$ cat config.mk
export PLATFORM = sky130hd
export DESIGN_NAME = hilo_mac_reg
export DESIGN_NICKNAME = d
export VERILOG_FILES = /design/src/rtl/hilo_mac_reg.sv
export SDC_FILE = /design/constraint.sdc
export NUM_CORES = 2
export LEC_CHECK = 0
export CAP_MARGIN = 20
export CORE_UTILIZATION = 40
export DETAILED_ROUTE_END_ITERATION = 16
export GPL_ROUTABILITY_DRIVEN = 0
export GPL_TIMING_DRIVEN = 0
export PLACE_DENSITY = 0.59
export SYNTH_ARGS = -nofsm -noshare
export SYNTH_HDL_FRONTEND = slang
export SYNTH_SLANG_ARGS = --single-unit
$ cat constraint.sdc
create_clock -name clk -period 10.3 [get_ports clk]
set_input_delay 1.03 -clock clk [delete_from_list [all_inputs] [get_ports clk]]
set_output_delay 1.03 -clock clk [all_outputs]
set_load 0.02 [all_outputs]
$ cat src/rtl/hilo_mac_reg.sv
// HI/LO special-register unit: direct MTHI/MTLO-style writes with write-through read,
// plus a multi-cycle multiply-accumulate/subtract into the {HI,LO} pair.
module hilo_mac_reg #(
    parameter int DATA_W     = 32,
    parameter int MUL_CYCLES = 2
) (
    input  logic              clk,
    input  logic              rst,
    input  logic              wr_en,
    input  logic              wr_hi_en,
    input  logic              wr_lo_en,
    input  logic [DATA_W-1:0] hi_i,
    input  logic [DATA_W-1:0] lo_i,
    input  logic              req_valid,
    input  logic [1:0]        req_op,
    input  logic [DATA_W-1:0] op_a,
    input  logic [DATA_W-1:0] op_b,
    output logic              req_ready,
    input  logic              flush,
    output logic              busy_o,
    output logic              done_o,
    output logic [DATA_W-1:0] hi_o,
    output logic [DATA_W-1:0] lo_o
);

    localparam int CNT_W = (MUL_CYCLES > 1) ? $clog2(MUL_CYCLES) : 1;

    typedef enum logic [1:0] {
        ST_IDLE = 2'b00,
        ST_MUL  = 2'b01,
        ST_ACC  = 2'b10
    } state_t;

    state_t                state_r;
    state_t                state_nxt_s;
    logic [CNT_W-1:0]      cnt_r;
    logic [DATA_W-1:0]     a_r;
    logic [DATA_W-1:0]     b_r;
    logic [1:0]            op_r;
    logic [2*DATA_W-1:0]   prod_r;
    logic [DATA_W-1:0]     hi_r;
    logic [DATA_W-1:0]     lo_r;
    logic                  done_r;
    logic                  idle_s;
    logic                  accept_s;
    logic [2*DATA_W-1:0]   a_ext_s;
    logic [2*DATA_W-1:0]   b_ext_s;
    logic [2*DATA_W-1:0]   prod_s;
    logic [2*DATA_W-1:0]   acc_s;

    assign idle_s    = (state_r == ST_IDLE);
    assign req_ready = rst & idle_s & ~wr_en & ~flush;
    assign accept_s  = req_valid & req_ready;
    assign busy_o    = ~idle_s;
    assign done_o    = done_r;

    // Sign-extending to full width first makes one truncated multiply serve both signednesses.
    always_comb begin
        a_ext_s = {{DATA_W{1'b0}}, a_r};
        b_ext_s = {{DATA_W{1'b0}}, b_r};
        if (op_r[0]) begin
            a_ext_s = {{DATA_W{a_r[DATA_W-1]}}, a_r};
            b_ext_s = {{DATA_W{b_r[DATA_W-1]}}, b_r};
        end else begin
            a_ext_s = {{DATA_W{1'b0}}, a_r};
            b_ext_s = {{DATA_W{1'b0}}, b_r};
        end
        prod_s = a_ext_s * b_ext_s;
        if (op_r[1]) begin
            acc_s = {hi_r, lo_r} - prod_r;
        end else begin
            acc_s = {hi_r, lo_r} + prod_r;
        end
    end

    // FSM state register.
    always_ff @(posedge clk or negedge rst) begin
        if (!rst) begin
            state_r <= ST_IDLE;
        end else begin
            state_r <= state_nxt_s;
        end
    end

    // FSM next-state logic.
    always_comb begin
        state_nxt_s = state_r;
        case (state_r)
            ST_IDLE: begin
                if (accept_s) begin
                    state_nxt_s = ST_MUL;
                end else begin
                    state_nxt_s = ST_IDLE;
                end
            end
            ST_MUL: begin
                if (flush) begin
                    state_nxt_s = ST_IDLE;
                end else if (cnt_r == {CNT_W{1'b0}}) begin
                    state_nxt_s = ST_ACC;
                end else begin
                    state_nxt_s = ST_MUL;
                end
            end
            ST_ACC:  state_nxt_s = ST_IDLE;
            default: state_nxt_s = ST_IDLE;
        endcase
    end

    // HI/LO, operand latches, countdown, product and done pulse.
    always_ff @(posedge clk or negedge rst) begin
        if (!rst) begin
            hi_r   <= {DATA_W{1'b0}};
            lo_r   <= {DATA_W{1'b0}};
            a_r    <= {DATA_W{1'b0}};
            b_r    <= {DATA_W{1'b0}};
            op_r   <= 2'b00;
            cnt_r  <= {CNT_W{1'b0}};
            prod_r <= {(2*DATA_W){1'b0}};
            done_r <= 1'b0;
        end else begin
            done_r <= 1'b0;
            case (state_r)
                ST_IDLE: begin
                    if (wr_en) begin
                        if (wr_hi_en) hi_r <= hi_i;
                        if (wr_lo_en) lo_r <= lo_i;
                    end
                    if (accept_s) begin
                        a_r   <= op_a;
                        b_r   <= op_b;
                        op_r  <= req_op;
                        cnt_r <= CNT_W'(MUL_CYCLES - 1);
                    end
                end
                ST_MUL: begin
                    if (!flush) begin
                        if (cnt_r == {CNT_W{1'b0}}) begin
                            prod_r <= prod_s;
                        end else begin
                            cnt_r <= cnt_r - CNT_W'(1);
                        end
                    end
                end
                ST_ACC: begin
                    // A flush here cancels the commit, so HI/LO keep their old values.
                    if (!flush) begin
                        {hi_r, lo_r} <= acc_s;
                        done_r       <= 1'b1;
                    end
                end
                default: begin
                    done_r <= 1'b0;
                end
            endcase
        end
    end

    // Readers see the incoming value of a half being written this cycle.
    always_comb begin
        hi_o = hi_r;
        lo_o = lo_r;
        if (!rst) begin
            hi_o = {DATA_W{1'b0}};
            lo_o = {DATA_W{1'b0}};
        end else begin
            hi_o = (idle_s && wr_en && wr_hi_en) ? hi_i : hi_r;
            lo_o = (idle_s && wr_en && wr_lo_en) ? lo_i : lo_r;
        end
    end

endmodule

---- Word-level counts from Yosys, hierarchy flattened ----
Index checks and enable logic that the tools add are counted.
storage, ports and cells
  logic and storage cells ................. 65
  register bits after elaboration ......... 198
  input port bits ......................... 137
  output and inout port bits .............. 67
operators by class
  eq/ne operators ......................... 8
  add/sub/neg operators ................... 3
  reduce and logical (&&, ||, !) cells .... 11
  bitwise operators ....................... 8
  multiplexer cells ....................... 25
  multipliers ............................. 1
operators with widths
  kind                   number
  $mux W32               10
  $mux W64               3
  $pmux W32 S2           2
  $add A64 B64 Y64       1
  $mul A64 B64 Y64       1
  $sub A64 B64 Y64       1
  $ne A2 B2 Y1 const B   5
  $reduce_and A4 Y1      2
  $mux W1                6
  $reduce_and A3 Y1      2
  $and A1 B1 Y1          4
  $mux W2                2
  $not A1 Y1             4
  $pmux W2 S2            1
  $reduce_bool A2 Y1     2
  $logic_and A1 B1 Y1    3
  $eq A2 B1 Y1 const B   1
  $eq A2 B2 Y1 const B   1
  $logic_not A2 Y1       1
  $ne A2 B1 Y1 const B   1
  $pmux W1 S2            1
  $reduce_and A2 Y1      1
  $sub A1 B1 Y1 const B  1

---- Longest topological paths before layout ----
  word-level depth ........................ 7
  gate-level depth with buffers ........... 37
  depth with buffers taken out ............ 35

---- Least setup slack after synthesis ----
OpenSTA, ideal clock, no wires.
  path kind ............................... register to register
  from .................................... reg op_r[0]
  to ...................................... reg prod_r[59]
  cell stages (with the launch flop) ...... 33
  buffers on the path ..................... 3
  required time ........................... 10168 ps
  setup time .............................. 132 ps
  setup slack ............................. 1140 ps
  data arrival time ....................... 9028 ps
  clock period less this slack ............ 9160 ps
  cells stage by stage .................... dfrtp_1 > and2_1 > clkbuf_1 > clkbuf_1 > nand2_1 > inv_1 > fa_1 > inv_1 > fa_1 > inv_1 > fa_1 > inv_1 > fa_1 > inv_1 > fa_1 > fa_1 > fa_1 > fa_1 > fa_1 > inv_1 > fa_1 > inv_1 > ha_1 > clkbuf_1 > nand4_1 > or3_1 > nor3_1 > a21oi_2 > o221ai_2 > a31oi_2 > o21bai_1 > xnor2_1 > o21ai_1
on the way
  cells in the longest elaborated chain, start to end .. 2
  elaborated cells between the ends (all ways) .. 3
  classes of those cells .................. 1 x mul; 2 x mux
ends and longest elaborated chain
  element                 RTL line  source
  from (decl)             39        logic [1:0] op_r;
  from (signal assigned)  132       op_r <= req_op;
  $mux W64                61        if (op_r[0]) begin
  $mul A64 B64 Y64 (*)    68        prod_s = a_ext_s * b_ext_s;
  to (signal assigned)    119       prod_r <= {(2*DATA_W){1'b0}};
  to (signal assigned)    139       prod_r <= prod_s;
  to (decl)               40        logic [2*DATA_W-1:0] prod_r;
Mark *: on every way between the ends. The rest lies on a longest branch, timed or not.
A chain may end at the register's enable or synchronous reset.

---- Final worst setup path ----
  from .................................... reg a_r[4]
  to ...................................... reg prod_r[57]
on the way
  cells in the longest elaborated chain, start to end .. 2
ends and longest elaborated chain
  element                 RTL line  source
  from (decl)             37        logic [DATA_W-1:0] a_r;
  from (signal assigned)  115       a_r <= {DATA_W{1'b0}};
  from (signal assigned)  130       a_r <= op_a;
  $mux W64                61
  $mul A64 B64 Y64        68
Every way passes these cells.

==> qor.csv <==
stage,metric,value,unit
logic_synthesis,cell area after synthesis,61400,µm²
layout,Nets,8880,
floorplan,row count,143,
detailed_routing,DRC errors left,0,
placed_design,Final HPWL DP,195000,µm
job,maxcap violations,0,
global_routing,pin count of the biggest net entering global routing,86,
worst_setup_path,Worst path most repeated cell,fa_1,
logic_synthesis,number of synthesized flops with an enable pin,0,
timing,fmax,98.1,MHz
detailed_routing,via/cell ratio,5.33,
clock_network,Clock Latency Late Sink,0.58,ns
logic_synthesis,Mapped Cells,6708,
worst_setup_path,critical path buffer and inverter count,8,
logic_synthesis,"FF+latch count, synth",198,
worst_setup_path,Crit path required time,10.78,ns
timing,max-slew violations,0,
logic_synthesis,Netlist cell types,94,
worst_setup_path,Max Fanout on Critical Path,10,
run_status,outcome,"complete, no violations",
layout,layout cell share with drive strength beyond 1,0.0339,
logic_synthesis,Synth async-reset ratio,1.00,
clock_network,H-tree depth,4,
floorplan,Die X,394,µm
clock_network,deepest clock path buffer count,2,
detailed_routing,1st-iter DRT viols,4387,
worst_setup_path,Crit. End Element,flop,
timing,Setup Skew,0.0306,ns
logic_synthesis,register area share after synthesis,0.0807,
worst_setup_path,Worst Setup Start Kind,flop,
clock_network,clock-pin slew on the worst setup and hold paths,0.10,ns
worst_setup_path,critical path arrival,10.67,ns
worst_setup_path,Critical Path Slowest Stage Cell,clkbuf_1,
floorplan,full die area,155000,µm²
timing,final setup fails,0,
timing,Slew @ Worst Pin,1.26,ns
detailed_routing,drt first pass iters,6,
logic_synthesis,Mapped Nets,8640,
global_routing,first-pass GRT wire length,335000,µm
worst_setup_path,delay of the slowest cell on the worst path,0.88,ns
timing,worst relative slew slack,0.158,
timing,Final Hold Viols,0,
detailed_routing,Post-Route WL,228000,µm
detailed_routing,WL/cell,25.3,µm
global_routing,initial antenna violation count,19,
timing,final worst slack,0.111,ns
layout,area grow syn2layout,9.29,%
floorplan,Core ar.,152000,µm²
worst_setup_path,family with the most delay on the worst path,adder cells,
clock_network,CTS Buf Count,17,
placed_design,IO Port Bufs,203,
timing,share of the clock period used by the worst path,0.989,
global_routing,vias in the first global route,50400,
clock_network,TritonCTS clock tree,yes,
floorplan,Die Y-Extent,394,µm
layout,Final Core Density,0.441,
clock_network,clock tree sinks,198,
logic_synthesis,Synth Flop Type,dfrtp_1,
clock_network,CTS root buf,clkbuf_16,
worst_setup_path,critical path class,reg -> reg,
floorplan,IO Count,204,
min_path,worst hold path type,in -> async,
detailed_routing,Detail Route Antenna Nets,0,
detailed_routing,DR vias,48000,
global_routing,Congestion Overflow GR,0,
timing,Tmin final,10.19,ns
global_routing,Tot GR Track Use,0.297,
floorplan,Initial Util,0.404,
placed_design,pre-CTS WS,-1.61,ns
logic_synthesis,Synthesis Warnings,0,
logic_synthesis,Mean Syn Cell Area,9.15,µm²
layout,Fillers,15000,
[sequential cells by signal (all words and copies together) (netlist names)]
name / cells
hi_r: 32
a_r: 32
done_o: 1
op_r: 2
b_r: 32
prod_r: 64
cnt_r: 1
lo_r: 32
state_r: 2
[cell families after synthesis]
| group | synth area share |
|---|---|
| buf+inv | 0.116 |
| compound gates | 0.0721 |
| mux | 0.0133 |
| xor+xnor | 0.0348 |
| simple gates | 0.144 |
| fa+ha+maj | 0.539 |
| flops | 0.0807 |
[synthesized netlist by cell type (7+ instances only)]
master	number	area (µm²)
nor4_1	14	87.6
xnor2_1	187	1640
and2_1	580	3630
a21boi_0	66	495
fa_1	1416	28300
xor2_1	55	482
o21ai_1	25	125
o21a_1	14	105
and3_1	43	269
buf_2	15	75.1
nor2b_1	15	93.8
buf_1	23	86.3
nor2_1	164	616
nand2b_1	16	100
a21o_1	66	495
dfrtp_1	198	4950
nor3_1	30	150
mux2_2	67	754
nand2_1	859	3220
nand3_1	30	150
o21bai_1	26	195
nand4_1	28	175
a21oi_1	222	1110
or3_1	10	62.6
clkbuf_1	294	1100
o211ai_1	10	75.1
o21ai_0	128	641
o31ai_1	7	52.6
a31oi_1	40	250
and4_1	7	61.3
a211oi_1	14	105
inv_1	1550	5820
ha_1	379	4740
[per-layer routing]
layer / wire [µm] / GRT usage
met5: 27 / 0
met4: 11900 / 0.131
met3: 28600 / 0.103
met2: 97400 / 0.445
met1: 90400 / 0.389
[worst paths after layout]
kind | from | cells after the start | end | slack [ns]
setup / recovery | a_r[4] | 31 | prod_r[57] | 0.11
hold / removal | rst | 1 | a_r[30] | 0.34
setup reg to reg | a_r[4] | 31 | prod_r[57] | 0.11
hold reg to reg | cnt_r | 2 | cnt_r | 0.48
max in group asynchronous | rst | 3 | prod_r[18] | 8.65
min in group clk | cnt_r | 2 | cnt_r | 0.48
[area by class of cell]
class / count / area (µm²) / share of cell area
repair buffers: 231 / 2450 / 0.0364
inverters: 1553 / 5830 / 0.0869
flip-flops and latches: 198 / 4960 / 0.0738
clock buffers: 17 / 425 / 0.00634
clock inverters: 15 / 160 / 0.00239
plain buffers: 324 / 1320 / 0.0197
multi-input cells: 4623 / 49400 / 0.736
diodes: 22 / 55.1 / 0.000820
well taps: 2030 / 2540 / 0.0378
[cells in the final DEF, fill, tap and decap left out, types with 66 or more instances in the layout]
cell type	n
a21oi_1	222
a21boi_0	66
fa_1	1408
inv_1	1550
xnor2_1	187
mux2_2	67
ha_1	379
clkdlybuf4s50_1	202
a21o_1	66
o21ai_0	128
dfrtp_1	197
clkbuf_1	258
nand2_1	858
and2_1	579
nor2_1	164
[repair_timing]
action,CTS,global route
resized for setup,17,58
pin swaps,1,3
hold buffers,0,0
endpoints found under the setup margin,21,14
buffers inserted,1,11
[per-stage QoR]
step | setup TNS (ns) | area, µm² | cells | hold WS, ns
2_1_floorplan | 0 | 61400 | 6708 | 0.445
3_3_place_gp | -628.68 | 66000 | 8941 | 0.457
3_5_place_dp | -18.49 | 66200 | 8950 | 0.464
4_1_cts | 0 | 66800 | 8982 | 0.334
5_1_grt | -0.00139 | 67100 | 8995 | 0.361
6_report | 0 | 67100 | 9013 | 0.339
Power is not shown: default switching activity piles up to over one toggle a cycle in this logic, so the estimate is an artifact.
